$ cat src/rtl/dac_pkg.sv
// ============================================================================
// Module : dac_pkg
// Brief  : Shared FSM encoding and fixed-point constants for the DAC SPI formatter.
//          Rounding offset depends on DAC_ROUND_EN.
// Rev    : 1.0
// ============================================================================
`default_nettype none

package dac_pkg;

    typedef enum logic [1:0] {
        ST_IDLE  = 2'd0,
        ST_LOAD  = 2'd1,
        ST_SHIFT = 2'd2,
        ST_GAP   = 2'd3
    } state_t;

    function automatic int mid_scale(input int n_dac);
        return 1 << (n_dac - 1);
    endfunction

    // Shifts the [-0.5,+0.5) input range onto [0,1) before code extraction
    function automatic int offset(input int decimal);
        return 1 << (decimal - 1);
    endfunction

    function automatic int round_add(input int decimal, input int n_dac);
`ifdef DAC_ROUND_EN
        return 1 << (decimal - n_dac - 1);
`else
        return 0;
`endif
    endfunction

endpackage

`default_nettype wire

$ cat src/rtl/dac_fixed_to_code.sv
// ============================================================================
// Module : dac_fixed_to_code
// Brief  : Combinational signed fixed-point to offset-binary DAC code with clamp.
//          Rounding enabled by DAC_ROUND_EN.
// Rev    : 1.0
// ============================================================================
`default_nettype none

module dac_fixed_to_code
    import dac_pkg::*;
#(
    parameter int MAGNITUD = 8,
    parameter int DECIMAL  = 14,
    parameter int N_DAC    = 12,
    parameter int N        = MAGNITUD + DECIMAL + 1
) (
    input  logic [N-1:0]     data_in,
    output logic [N_DAC-1:0] code,
    output logic             sat
);

    localparam logic [N:0] c_add = (N+1)'(offset(DECIMAL) + round_add(DECIMAL, N_DAC));

    logic [N:0] w_y;
    logic       w_unused_lsbs;

    // One extra bit of headroom keeps offset plus rounding free of overflow
    assign w_y           = {data_in[N-1], data_in} + c_add;
    assign w_unused_lsbs = ^w_y[DECIMAL-N_DAC-1:0];

    always_comb begin
        code = w_y[DECIMAL-1 -: N_DAC];
        sat  = 1'b0;
        if (w_y[N]) begin
            code = '0;
            sat  = 1'b1;
        end else if (|w_y[N-1:DECIMAL]) begin
            code = '1;
            sat  = 1'b1;
        end
    end

endmodule

`default_nettype wire

$ cat src/rtl/dac_spi_formatter.sv
// ============================================================================
// Module : dac_spi_formatter
// Brief  : Registers converted DAC codes and serialises each one as an SPI frame.
//          Optional rounding via DAC_ROUND_EN.
// Rev    : 1.0
// ============================================================================
`default_nettype none

module dac_spi_formatter
    import dac_pkg::*;
#(
    parameter int MAGNITUD   = 8,
    parameter int DECIMAL    = 14,
    parameter int N          = MAGNITUD + DECIMAL + 1,
    parameter int N_DAC      = 12,
    parameter int FRAME_BITS = 16,
    parameter int CLK_DIV    = 4
) (
    input  logic             clk,
    input  logic             reset,
    input  logic [N-1:0]     data_in,
    input  logic             data_valid,
    output logic             ready,
    output logic [N_DAC-1:0] dac_code,
    output logic             sat_flag,
    output logic             sclk,
    output logic             sync_n,
    output logic             sdata
);

    localparam int DIV_W = (CLK_DIV > 1) ? $clog2(CLK_DIV) : 1;
    localparam int TOG_W = $clog2(2 * FRAME_BITS);
    localparam logic [N_DAC-1:0] c_mid   = N_DAC'(mid_scale(N_DAC));
    localparam logic [DIV_W-1:0] c_div_l = DIV_W'(CLK_DIV - 1);
    localparam logic [TOG_W-1:0] c_tog_l = TOG_W'(2 * FRAME_BITS - 1);

    state_t                  r_state, w_state_nxt;
    logic [DIV_W-1:0]        r_div;
    logic [TOG_W-1:0]        r_tog;
    logic [FRAME_BITS-1:0]   r_shift;
    logic [FRAME_BITS-1:0]   w_frame;
    logic [FRAME_BITS-1:0]   w_shift_nxt;
    logic [N_DAC-1:0]        r_dac_code;
    logic [N_DAC-1:0]        w_code;
    logic                    r_sat, w_sat;
    logic                    r_sclk, r_sync_n, r_sdata;
    logic                    w_div_done, w_last_tog;

    dac_fixed_to_code #(
        .MAGNITUD (MAGNITUD),
        .DECIMAL  (DECIMAL),
        .N_DAC    (N_DAC),
        .N        (N)
    ) u_conv (
        .data_in  (data_in),
        .code     (w_code),
        .sat      (w_sat)
    );

    assign w_frame     = FRAME_BITS'(r_dac_code);
    assign w_shift_nxt = r_shift << 1;
    assign w_div_done  = (r_div == c_div_l);
    assign w_last_tog  = (r_tog == c_tog_l);

    always_ff @(posedge clk) begin
        if (reset) r_state <= ST_IDLE;
        else       r_state <= w_state_nxt;
    end

    always_comb begin
        w_state_nxt = r_state;
        ready       = 1'b0;
        case (r_state)
            ST_IDLE: begin
                ready = 1'b1;
                if (data_valid) w_state_nxt = ST_LOAD;
            end
            ST_LOAD:  w_state_nxt = ST_SHIFT;
            ST_SHIFT: if (w_div_done && w_last_tog) w_state_nxt = ST_GAP;
            ST_GAP:   if (w_div_done) w_state_nxt = ST_IDLE;
            default:  w_state_nxt = ST_IDLE;
        endcase
    end

    always_ff @(posedge clk) begin
        if (reset) begin
            r_div      <= '0;
            r_tog      <= '0;
            r_shift    <= '0;
            r_dac_code <= c_mid;
            r_sat      <= 1'b0;
            r_sclk     <= 1'b1;
            r_sync_n   <= 1'b1;
            r_sdata    <= 1'b0;
        end else begin
            case (r_state)
                ST_IDLE: begin
                    r_div <= '0;
                    r_tog <= '0;
                    if (data_valid) begin
                        r_dac_code <= w_code;
                        r_sat      <= w_sat;
                    end
                end
                ST_LOAD: begin
                    r_shift  <= w_frame;
                    r_sync_n <= 1'b0;
                    r_sdata  <= w_frame[FRAME_BITS-1];
                end
                ST_SHIFT: begin
                    if (w_div_done) begin
                        r_div  <= '0;
                        r_sclk <= ~r_sclk;
                        r_tog  <= r_tog + 1'b1;
                        // Advance data on the rising edge so it is stable at the DAC's falling-edge sample
                        if (!r_sclk) begin
                            r_shift <= w_shift_nxt;
                            r_sdata <= w_shift_nxt[FRAME_BITS-1];
                        end
                        if (w_last_tog) r_sync_n <= 1'b1;
                    end else begin
                        r_div <= r_div + 1'b1;
                    end
                end
                ST_GAP: begin
                    r_sdata <= 1'b0;
                    r_div   <= w_div_done ? '0 : r_div + 1'b1;
                end
                default: ;
            endcase
        end
    end

    assign dac_code = r_dac_code;
    assign sat_flag = r_sat;
    assign sclk     = r_sclk;
    assign sync_n   = r_sync_n;
    assign sdata    = r_sdata;

endmodule

`default_nettype wire

$ cat config.mk
export PLATFORM = sky130hd
export DESIGN_NAME = dac_spi_formatter
export DESIGN_NICKNAME = d
export VERILOG_FILES = /design/src/rtl/dac_pkg.sv /design/src/rtl/dac_fixed_to_code.sv /design/src/rtl/dac_spi_formatter.sv
export SDC_FILE = /design/constraint.sdc
export NUM_CORES = 1
export LEC_CHECK = 0
export BUFFER_PORTS_ARGS = -buffer_cell sky130_fd_sc_hd__clkbuf_2
export CORE_MARGIN = 2
export CORE_UTILIZATION = 25
export CTS_CLUSTER_DIAMETER = 100
export DETAILED_ROUTE_END_ITERATION = 6
export GPL_TIMING_DRIVEN = 0
export PLACE_DENSITY_LB_ADDON = 0.1
export RECOVER_POWER = 100
export SYNTH_ARGS = -nofsm -noshare
export SYNTH_HDL_FRONTEND = slang
export SYNTH_SLANG_ARGS = --single-unit
$ cat constraint.sdc
create_clock -name clk -period 2.8 [get_ports clk]
set_input_delay 0.28 -clock clk [delete_from_list [all_inputs] [get_ports clk]]
set_output_delay 0.28 -clock clk [all_outputs]
set_load 0.02 [all_outputs]
==> key figures <==
Yosys
  – Ys flop type: dfxtp_1
  – Synthesized area per cell: 9.39 um2
  – Async set or reset register ratio after synthesis: 0
  – Number of synthesized flops with an enable pin: 0
  – Synth Instances: 209
  – Post-Syn Area: 1960 um2
  – YS warnings: 0
  – Unique cell type count in the Yosys netlist: 46
  – Synthesized flop and latch total: 40
  – Syn_nets: 244
  – Seq/Total Area, Yosys: 0.408

Clock network
  – Resize count post-CTS: 0
  – Cts bufs inserted: 5
  – Clk sinks: 40
  – Hold-fix buffers at CTS: 0
  – Clock latency at the later pin of the worst-skew pair: 300 ps
  – Reg clk slew, reported paths: 70 ps
  – # H-tree levels: 2
  – Post CTS Setup Buffer Count: 0
  – Root buf cell: clkbuf_8
  – CTS tree: done
  – Clock buffer depth: 2

Final layout
  – Fin nets: between 200 and 300
  – Commonest non-fill, non-tap cell in the layout: dfxtp_1
  – Fillers: 834
  – Layout area overhead: 20.4%
  – Layout cells sized above 1: 0.175
  – Most frequent cells in the layout: dfxtp_1 (40), clkbuf_1 (26), nor2_1 (26)
  – # diodes: 0

Die
  – Initial core utilization: 0.257
  – Die width: about 93 um
  – Number of I/O pins: 43
  – Die area: around 8600 um2
  – Row Count: 32
  – Die height: 92.6 um
  – Core area: 7650 um2

STA
  – Final Cycle Share: 0.832
  – Clock skew: 10.9 ps
  – Measured slew at the worst slew-check pin: 723 ps
  – Peak Freq: 430 MHz
  – Final WS setup: about 470 ps
  – Relative slew slack: 0.518
  – Final hold vios: 0
  – Final TNS setup: 0 ps
  – Min Clock Period, post-route: 2330 ps
  – RSZ-0062 raised after global routing: no
  – Endpoints failing setup: 0
  – Final slew viol count: 0

Global route
  – Gr ovfl total: 0
  – Largest net degree at the start of global routing: 13
  – Vias in the first global route: 1,572
  – Total GRT Usage: 0.120
  – Global-route wire length before repair: 7.94 mm
  – Initial antenna violation count: 0

Power and ir drop
  – Power density cells: 869 nW/um2
  – Pleak: 0.885 nW
  – VDD IR max: 199 uV
  – Power Total: about 2.1 mW

Critical path
  – CP Max Fanout: 10
  – CP arrival: 2480 ps
  – Startpoint Class: flop
  – Setup CP Type: reg2reg
  – CP Data Required Time: 2960 ps
  – CP Capture Type: flop

Detailed routing
  – First-pass iteration count of the detailed router: 4
  – Routed len/inst: 13.8 um
  – Iter 0 DRT Violations: 94
  – Final wirelength: 4.94 mm
  – Routed Antenna Nets: 0
  – Vias: 1,675
  – Post-DR vias/cell: 4.67
  – DRC: 0

Placement
  – Placement Setup Slack: 479 ps
  – Post-DP HPWL: 3.65 mm
  – Input/output buffers: 40
  – Final GP Congestion: 0.701

Status
  – Status: complete, no violations

Min path
  – Worst min-delay path category: in2reg

Flow run
  – MaxCap Viol Count: 0
## final timing paths
kind | from | to | slack [ps] | cells after the start
worst min-delay path | data_in[9] | dac_code[7] | 240 | 2
worst min register to register | r_shift[0] | r_shift[0] | 460 | 2
worst max-delay path | r_state[0] | r_shift[3] | 470 | 8
worst max register to register | r_state[0] | r_shift[3] | 470 | 8
## layout make-up
cell class	count	area [um2]	share of cell area
multi-input combinational	151	1080	0.458
sequential	40	801	0.339
timing repair buffer	40	179	0.0757
tap	102	128	0.0540
clock buffer	7	86.3	0.0365
buffer	14	63.8	0.0270
inverter	4	15.0	0.00636
clock inverter	1	7.51	0.00318
## synthesized netlist by cell type (2+ instances only)
| library cell | instances | area, um2 |
|---|---|---|
| inv_1 | 4 | 15.0 |
| nand3_1 | 4 | 20.0 |
| clkbuf_1 | 7 | 26.3 |
| ha_1 | 9 | 113 |
| nor3_1 | 2 | 10.0 |
| nand4_1 | 3 | 18.8 |
| buf_1 | 3 | 11.3 |
| a22oi_1 | 3 | 22.5 |
| a211oi_1 | 11 | 82.6 |
| a21oi_1 | 13 | 65.1 |
| nand2_1 | 6 | 22.5 |
| o311a_2 | 2 | 22.5 |
| buf_2 | 3 | 15.0 |
| o22ai_1 | 2 | 12.5 |
| xnor2_1 | 6 | 52.6 |
| o21a_1 | 2 | 15.0 |
| nand2b_1 | 11 | 68.8 |
| a31oi_1 | 3 | 18.8 |
| o311a_1 | 9 | 90.1 |
| mux2i_1 | 12 | 120 |
| nor2_1 | 26 | 97.6 |
| nor3b_1 | 5 | 37.5 |
| dfxtp_1 | 40 | 801 |
## state kept, by name, summed over array words and instances, names as in the netlist
| signal | cells |
|---|---|
| sat_flag | 1 |
| dac_code | 12 |
| r_shift | 15 |
| r_state | 2 |
| r_tog | 5 |
| sdata | 1 |
| sync_n | 1 |
| r_div | 2 |
| sclk | 1 |
## per-layer routing
| metal | global-route usage | routed length [um] |
|---|---|---|
| met2 | 0.185 | 2180 |
| met4 | 0.0485 | 82 |
| met3 | 0.0285 | 196 |
| met5 | 0 | 0 |
| met1 | 0.162 | 2480 |
## through the flow
| stage | instances | instance area, um2 | hold WS (ps) | util |
|---|---|---|---|---|
| after floorplan | 209 | 1960 | 392 | - |
| after global placement | 351 | 2290 | 453 | 0.299 |
| after detailed placement | 351 | 2290 | 451 | 0.299 |
| after CTS | 359 | 2380 | 231 | 0.312 |
| after global routing | 359 | 2360 | 224 | 0.309 |
| final | 359 | 2360 | 238 | 0.309 |
## power breakdown
part           switching, mW  internal (mW)  leakage [nW]
clock                  0.209          0.200        0.0445
combinational          0.520          0.304         0.512
sequential             0.105          0.713         0.328
total                  0.834           1.22         0.885
## cell families after synthesis
kind of cell	Yosys count	share of synthesized area
compound gates	53	0.211
xor+xnor	7	0.0313
simple gates	69	0.185
flops	40	0.408
mux	13	0.0670
buf+inv	18	0.0402
fa+ha+maj	9	0.0574
## critical path, stage by stage, from the launching register on
cell and delay, ps:
dfxtp_1 350, inv_1 120, ha_1 140, buf_2 240, nand2_1 150, nor2_1 360, or2_0 270, clkbuf_1 420
a211oi_1 140
No activity file was read; power rests on OpenSTA's default activity.
